**config.mk**
```make
export PLATFORM = sky130hd
export DESIGN_NAME = ats21_cmd_sched
export DESIGN_NICKNAME = d
export VERILOG_FILES = /design/src/rtl/ats21_cmd_sched.sv
export SDC_FILE = /design/constraint.sdc
export NUM_CORES = 1
export LEC_CHECK = 0
export BUFFER_PORTS_ARGS = -buffer_cell sky130_fd_sc_hd__buf_2
export CORE_MARGIN = 2
export CORE_UTILIZATION = 50
export CTS_BUF_LIST = sky130_fd_sc_hd__clkbuf_2
export CTS_CLUSTER_SIZE = 10
export DETAILED_ROUTE_END_ITERATION = 8
export PLACE_DENSITY = 0.72
export SYNTH_ARGS = -nofsm -noshare
export SYNTH_HDL_FRONTEND = slang
export SYNTH_SLANG_ARGS = --single-unit
```
**constraint.sdc**
```tcl
create_clock -name clk -period 2.6 [get_ports clk]
set_input_delay 0.52 -clock clk [delete_from_list [all_inputs] [get_ports clk]]
set_output_delay 0.52 -clock clk [all_outputs]
set_load 0.01 [all_outputs]
```
**src/rtl/ats21_cmd_sched.sv**
```systemverilog
// ats21_cmd_sched: two-client command scheduler in front of the ATS21 timer/alarm block.
//
// Each client pushes 32-bit commands into its own queue. The scheduler runs one shared
// three-cycle slot (HI beat, LO beat, response) and issues the head command of every
// eligible lane whose target does not collide with the other lane. Opcodes 000/100 are
// retired without touching ATS21. One response per command goes back to the issuing client.
//
// Ports:
//   clk, reset (async, active-low)
//   a_cmd_valid/a_cmd[31:0]/a_cmd_ready       client A command queue push
//   a_rsp_valid/a_rsp_ok/a_rsp_ack            client A response, held until ack
//   b_*                                       same for client B
//   req, ctrlA[15:0], ctrlB[15:0]             beats towards ATS21
//   stat[1:0]                                 per-lane Ack/Nack from ATS21 ([0]=A, [1]=B)
//
// Optional build macro ATS21_RETRY_EN: Nacked commands stay queued and are reissued up to
// MAX_RETRY times before being retired with rsp_ok=0.
module ats21_cmd_sched #(
  parameter int FIFO_DEPTH = 4,
  parameter int MAX_RETRY  = 2
) (
  input  logic        clk,
  input  logic        reset,
  input  logic        a_cmd_valid,
  input  logic [31:0] a_cmd,
  output logic        a_cmd_ready,
  output logic        a_rsp_valid,
  output logic        a_rsp_ok,
  input  logic        a_rsp_ack,
  input  logic        b_cmd_valid,
  input  logic [31:0] b_cmd,
  output logic        b_cmd_ready,
  output logic        b_rsp_valid,
  output logic        b_rsp_ok,
  input  logic        b_rsp_ack,
  output logic        req,
  output logic [15:0] ctrlA,
  output logic [15:0] ctrlB,
  input  logic [1:0]  stat
);

  localparam int AW = $clog2(FIFO_DEPTH);
  localparam logic [AW:0]   CNT_FULL = (AW+1)'(FIFO_DEPTH);
  localparam logic [AW:0]   CNT_ONE  = (AW+1)'(1);
  localparam logic [AW-1:0] PTR_ONE  = AW'(1);
  localparam bit CFG_OK = (FIFO_DEPTH >= 2) && ((FIFO_DEPTH & (FIFO_DEPTH - 1)) == 0)
                          && (MAX_RETRY >= 0);

  generate
    if (!CFG_OK) begin : g_cfg_check
      $error("ats21_cmd_sched: FIFO_DEPTH must be a power of 2 >= 2, MAX_RETRY >= 0");
    end
  endgenerate

  typedef enum logic [1:0] {S_IDLE, S_HI, S_LO, S_RESP} state_t;

  // Opcodes that are retired in IDLE without being issued.
  function automatic logic f_is_drop(input logic [2:0] op);
    return (op == 3'b000) || (op == 3'b100);
  endfunction

  // Opcodes for which ATS21 does not update stat; they always complete with Ack.
  function automatic logic f_no_stat(input logic [2:0] op);
    return (op == 3'b011) || (op == 3'b111);
  endfunction

  // Same-target collision between the two head commands.
  function automatic logic f_conflict(input logic [31:0] ca, input logic [31:0] cb);
    logic [2:0] opa;
    logic [2:0] opb;
    opa = ca[31:29];
    opb = cb[31:29];
    if ((opa == 3'b001 || opa == 3'b010) && (opa == opb) && (ca[28:25] == cb[28:25]))
      return 1'b1;
    if ((opa == 3'b101 || opa == 3'b110) && (opb == 3'b101 || opb == 3'b110)
        && (ca[28:24] == cb[28:24]))
      return 1'b1;
    if ((opa == 3'b111) && (opb == 3'b111) && (ca[28:24] == cb[28:24]))
      return 1'b1;
    if ((opa == 3'b011) && (opb == 3'b011))
      return 1'b1;
    return 1'b0;
  endfunction

  logic [1:0]  w_cmd_valid;
  logic [1:0]  w_rsp_ack;
  logic [1:0]  w_cmd_ready;
  logic [1:0]  w_push;
  logic [1:0]  w_pop;
  logic [1:0]  w_nonempty;
  logic [1:0]  w_elig;
  logic [1:0]  w_drop;
  logic [1:0]  w_issuable;
  logic [1:0]  w_ok_sample;
  logic [1:0]  w_rsp_set;
  logic [1:0]  w_ok_val;
  logic [1:0]  w_iss_next;
  logic [31:0] w_cmd_in [2];
  logic [31:0] w_head   [2];
  logic [15:0] w_ctrl   [2];
  logic        w_conflict;
  logic        w_load_iss;
  state_t      w_next;

  logic [1:0]  r_rsp_valid;
  logic [1:0]  r_rsp_ok;
  logic [1:0]  r_iss;
  logic        r_prio;
  state_t      r_state;

`ifdef ATS21_RETRY_EN
  localparam int RW = (MAX_RETRY > 0) ? $clog2(MAX_RETRY + 1) : 1;
  localparam logic [RW-1:0] RETRY_LIMIT = RW'(MAX_RETRY);
  localparam logic [RW-1:0] RETRY_ONE   = RW'(1);
  logic [RW-1:0] r_retry [2];
  logic [1:0]    w_retry_inc;
`endif

  assign w_cmd_valid = {b_cmd_valid, a_cmd_valid};
  assign w_rsp_ack   = {b_rsp_ack, a_rsp_ack};
  assign w_cmd_in[0] = a_cmd;
  assign w_cmd_in[1] = b_cmd;

  generate
    for (genvar g = 0; g < 2; g++) begin : g_lane
      logic [31:0]   r_mem [FIFO_DEPTH];
      logic [AW-1:0] r_wp;
      logic [AW-1:0] r_rp;
      logic [AW:0]   r_cnt;

      // Ready follows the registered count, so a pop on a full queue frees space next cycle.
      assign w_cmd_ready[g] = (r_cnt != CNT_FULL);
      assign w_push[g]      = w_cmd_valid[g] & w_cmd_ready[g];
      assign w_nonempty[g]  = (r_cnt != '0);
      assign w_head[g]      = r_mem[r_rp];

      assign w_elig[g]      = w_nonempty[g] & ~r_rsp_valid[g];
      assign w_drop[g]      = w_elig[g] & f_is_drop(w_head[g][31:29]);
      assign w_issuable[g]  = w_elig[g] & ~f_is_drop(w_head[g][31:29]);
      assign w_ok_sample[g] = f_no_stat(w_head[g][31:29]) | stat[g];

      assign w_ctrl[g] = !r_iss[g]           ? 16'h0000 :
                         (r_state == S_HI)   ? w_head[g][31:16] :
                         (r_state == S_LO)   ? w_head[g][15:0] : 16'h0000;

      always_ff @(posedge clk or negedge reset) begin
        if (!reset) begin
          r_wp  <= '0;
          r_rp  <= '0;
          r_cnt <= '0;
        end else begin
          if (w_push[g]) r_wp <= r_wp + PTR_ONE;
          if (w_pop[g])  r_rp <= r_rp + PTR_ONE;
          case ({w_push[g], w_pop[g]})
            2'b10:   r_cnt <= r_cnt + CNT_ONE;
            2'b01:   r_cnt <= r_cnt - CNT_ONE;
            default: r_cnt <= r_cnt;
          endcase
        end
      end

      always_ff @(posedge clk) begin
        if (w_push[g]) r_mem[r_wp] <= w_cmd_in[g];
      end
    end
  endgenerate

  assign w_conflict = (&w_issuable) & f_conflict(w_head[0], w_head[1]);
  assign w_iss_next = !w_conflict ? w_issuable : (r_prio ? 2'b10 : 2'b01);

  always_comb begin
    w_next     = r_state;
    w_pop      = '0;
    w_rsp_set  = '0;
    w_ok_val   = '0;
    w_load_iss = 1'b0;
`ifdef ATS21_RETRY_EN
    w_retry_inc = '0;
`endif
    unique case (r_state)
      S_IDLE: begin
        // Dropped opcodes retire here and use up their lane's slot.
        w_pop     = w_drop;
        w_rsp_set = w_drop;
        if (|w_issuable) begin
          w_load_iss = 1'b1;
          w_next     = S_HI;
        end
      end
      S_HI: w_next = S_LO;
      S_LO: w_next = S_RESP;
      S_RESP: begin
        w_next = S_IDLE;
        for (int g = 0; g < 2; g++) begin
          if (r_iss[g]) begin
`ifdef ATS21_RETRY_EN
            if (!w_ok_sample[g] && (r_retry[g] != RETRY_LIMIT)) begin
              w_retry_inc[g] = 1'b1;
            end else begin
              w_pop[g]     = 1'b1;
              w_rsp_set[g] = 1'b1;
              w_ok_val[g]  = w_ok_sample[g];
            end
`else
            w_pop[g]     = 1'b1;
            w_rsp_set[g] = 1'b1;
            w_ok_val[g]  = w_ok_sample[g];
`endif
          end
        end
      end
    endcase
  end

  always_ff @(posedge clk or negedge reset) begin
    if (!reset) begin
      r_state     <= S_IDLE;
      r_iss       <= '0;
      r_prio      <= 1'b0;
      r_rsp_valid <= '0;
      r_rsp_ok    <= '0;
    end else begin
      r_state <= w_next;
      if (w_load_iss) begin
        r_iss <= w_iss_next;
        if (w_conflict) r_prio <= ~r_prio;
      end
      for (int g = 0; g < 2; g++) begin
        if (w_rsp_set[g]) begin
          r_rsp_valid[g] <= 1'b1;
          r_rsp_ok[g]    <= w_ok_val[g];
        end else if (r_rsp_valid[g] && w_rsp_ack[g]) begin
          r_rsp_valid[g] <= 1'b0;
          r_rsp_ok[g]    <= 1'b0;
        end
      end
    end
  end

`ifdef ATS21_RETRY_EN
  always_ff @(posedge clk or negedge reset) begin
    if (!reset) begin
      r_retry[0] <= '0;
      r_retry[1] <= '0;
    end else begin
      for (int g = 0; g < 2; g++) begin
        if (w_retry_inc[g])  r_retry[g] <= r_retry[g] + RETRY_ONE;
        else if (w_pop[g])   r_retry[g] <= '0;
      end
    end
  end
`endif

  assign req         = (r_state == S_HI) || (r_state == S_LO);
  assign ctrlA       = w_ctrl[0];
  assign ctrlB       = w_ctrl[1];
  assign a_cmd_ready = w_cmd_ready[0];
  assign b_cmd_ready = w_cmd_ready[1];
  assign a_rsp_valid = r_rsp_valid[0];
  assign b_rsp_valid = r_rsp_valid[1];
  assign a_rsp_ok    = r_rsp_ok[0];
  assign b_rsp_ok    = r_rsp_ok[1];

endmodule

```
==> flow_summary.json <==
{
  "layout_common_cells": "256 x edfxtp_1, 110 x buf_2, 97 x clkbuf_2",
  "vias": 6395,
  "worst_slack_ns": -0.363,
  "violations": "negative setup slack",
  "setup_violations": 34,
  "dr.pass1.iters": 5,
  "cpPeakStageDelay_ns": 0.54,
  "drcViolationCount": 0,
  "hold_violations": 0,
  "ys_async_sr_fraction": 0.0824,
  "place_congestion": 0.777,
  "final_common_cell": "edfxtp_1",
  "fin_nets": 935,
  "drtIter0Drc": 431,
  "worst_path_max_delay_cell": "mux4_2",
  "area_delta_synth_final_pct": 26.7,
  "end_kind": "primary output",
  "worst_skew_pair.late_latency_ns": 0.80,
  "p_total_mw": 15.8,
  "cts_tree": "built",
  "ys.flop_type": "edfxtp_1",
  "fp.dieW_microns": 153,
  "worstSetupPathType": "reg2out",
  "wire_per_inst_microns": 20.2,
  "cp_data_arrival_time_ns": 2.44,
  "peakVddDrop_v": 0.000580,
  "start_util": 0.510,
  "slew_headroom": 0.619,
  "overflow": 0,
  "cts_root_buffer": "clkbuf_2",
  "outcome": "finished with violations",
  "die-area_sq_um": 23600,
  "grtUsageTotal": 0.203,
  "synth_seq_cells": 279,
  "min_period_over_period": 1.14,
  "grt_max_degree": 33,
  "hold_class": "in2reg",
  "hp-start": "stat[0]",
  "period_needed_ns": 2.96,
  "grt_pass1_vias": 6958,
  "die_h_microns": 153,
  "powerDensity_nw_per_um2": 1120,
  "grtUsageMet3": 0.0479,
  "cts.reportedPaths.clkPinSlew_ns": 0.09,
  "cp-startpoint": "g_lane[1].r_rp[0]",
  "drive_gt1_frac": 0.444,
  "synth-edff-count": 256,
  "ctsLongestPathBuffers": 3,
  "cts_num_sinks": 279,
  "postSynthCellCount": 562,
  "synth_area_per_cell_sq_um": 19.9,
  "ioPinCount": 111,
  "syn_nets": 651,
  "path_cells": "buf_4 -> mux4_2 -> buf_6 -> a22oi_2 -> nor2_1 -> buf_2",
  "synth_seq_area_share": 0.740,
  "tightest_slew_ns": 0.572,
  "yosysUniqueCellTypes": 38,
  "clock_skew_ns": 0.0539,
  "cp_top_family": "multiplexers",
  "fin_area_sq_um": 14200,
  "htree_num_levels": 3,
  "critical_path.max_fanout": 7,
  "grt_pass1_wl_microns": 37000,
  "fp.coreArea_sq_um": 21900,
  "placed_area_sq_um": 12200,
  "numCtsBuffers": 68,
  "cp_num_buf_inv": 3,
  "r2r-start": "g_lane[0].r_rp[0]",
  "required_ns": 2.08,
  "cp-start-kind": "flip-flop",
  "p_leak_nw": 5.23,
  "grt_use_met2": 0.330,
  "top_usage_layer": "met2",
  "hpwl_microns": 13700,
  "drt-vias-per-instance": 5.45,
  "rsz0062_at_grt": "yes",
  "totalWireLength_microns": 23700,
  "drv_cap": 0,
  "ant_nets": 0,
  "drv_slew": 0,
  "antenna_found_initial": 3,
  "rows": 54,
  "fmax_ghz": 0.337,
  "portBuffers": 110,
  "synth.yosys.warnings": 0,
  "netlist_area_sq_um": 11200,
  "met1_usage": 0.268
}
==> sequential cells by signal, summed over array words and instances (netlist names) <==
| register | cells |
|---|---|
| r_rsp_valid | 2 |
| g_lane.r_rp | 4 |
| r_iss | 2 |
| r_state | 2 |
| r_rsp_ok | 2 |
| r_prio | 1 |
| g_lane.r_mem | 256 |
| g_lane.r_cnt | 6 |
| g_lane.r_wp | 4 |
==> Yosys cell counts, types with 2 or more instances <==
cell type,instances,area share
ha_1,15,0.017
buf_2,6,0.0027
mux2_2,2,0.0020
and2_1,2,0.0011
a32oi_1,3,0.0024
inv_1,14,0.0047
or2_2,2,0.0011
nand3_1,2,0.00090
mux4_1,6,0.014
and3_1,8,0.0045
o21ai_0,6,0.0027
clkbuf_1,13,0.0044
nand4bb_1,3,0.0030
buf_1,4,0.0013
xnor2_1,7,0.0055
dfrtp_1,23,0.052
a22oi_1,32,0.022
buf_6,3,0.0030
nor2_1,28,0.0094
o22ai_1,3,0.0017
nor2b_1,18,0.010
xor2_1,12,0.0094
nor3_1,3,0.0013
edfxtp_1,256,0.69
mux4_2,58,0.12
nand2_1,16,0.0054
fa_1,2,0.0036
a21oi_1,5,0.0022
==> repair_timing <==
action | 4_1_cts | 5_1_grt
pin swaps | 9 | 13
resized for setup | 39 | 36
hold endpoints to repair | 283 | 0
gates cloned | 3 | 1
setup buffers | 23 | 10
endpoints found under the setup margin | 32 | 36
hold buffers | 68 | 0
==> stage by stage <==
| step | hold WS [ns] | setup WS, ns | TNS, ns | util | instances |
|---|---|---|---|---|---|
| 3_3_place_gp | 0.478 | 0.200 | 0 | 0.556 | 952 |
| 5_1_grt | 0.0377 | -0.502 | -15.42 | 0.647 | 1173 |
| 6_report | 0.0911 | -0.363 | -10.45 | 0.647 | 1173 |
| 3_5_place_dp | 0.490 | 0.148 | 0 | 0.556 | 952 |
| 2_1_floorplan | 0.224 | 0.0153 | 0 | - | 562 |
| 4_1_cts | 0.0112 | -0.433 | -12.55 | 0.636 | 1160 |
==> final timing paths <==
| kind | to | slack, ns | depth (start not counted) |
|---|---|---|---|
| worst max-delay path | ctrlB[13] | -0.36 | 6 |
| worst min-delay path | r_rsp_ok[0] | 0.09 | 3 |
| worst max register to register | g_lane[0].r_cnt[2] | -0.15 | 12 |
| worst min register to register | g_lane[0].r_cnt[2] | 0.50 | 1 |
| max in group asynchronous | g_lane[1].r_rp[0] | 1.92 | 2 |
| min in group asynchronous | g_lane[0].r_rp[1] | 0.23 | 2 |
==> where the power goes <==
group | switching [mW] | internal [mW]
clock network | 1.65 | 1.30
registers | 0.336 | 5.96
logic | 3.34 | 3.21
total | 5.33 | 10.5
==> layout make-up <==
type | instances | area (sq um)
flip-flops and latches | 279 | 8270
fillers | 1530 | 7730
multi-input cells | 241 | 2880
repair buffers | 241 | 1950
clock buffers | 97 | 485
well taps | 280 | 350
clock inverters | 17 | 163
inverters | 15 | 56.3
diodes | 3 | 7.51
==> routing by layer <==
| metal | wire, microns | vias to the layer above |
|---|---|---|
| met3 | 1360 | 38 |
| met2 | 12000 | 233 |
| li1 | - | 2869 |
| met5 | 0 | - |
| met1 | 9810 | 3255 |
| met4 | 499 | 0 |
==> logic make-up after synthesis <==
group,count (synthesis),synth area share
buffers and inverters,42,0.0178
XOR/XNOR,19,0.0149
AO/OA/AOI/OAI,53,0.0335
multiplexers,67,0.134
flip-flops,279,0.740
adder cells (fa/ha/maj),17,0.0204
AND/OR/NAND/NOR,85,0.0400
==> tightest hold or removal path, cell delays in order <==
cell and delay, ns:
buf_2 0.09, a21oi_1 0.04, o22ai_1 0.16
No activity file was read; power rests on OpenSTA's default activity.
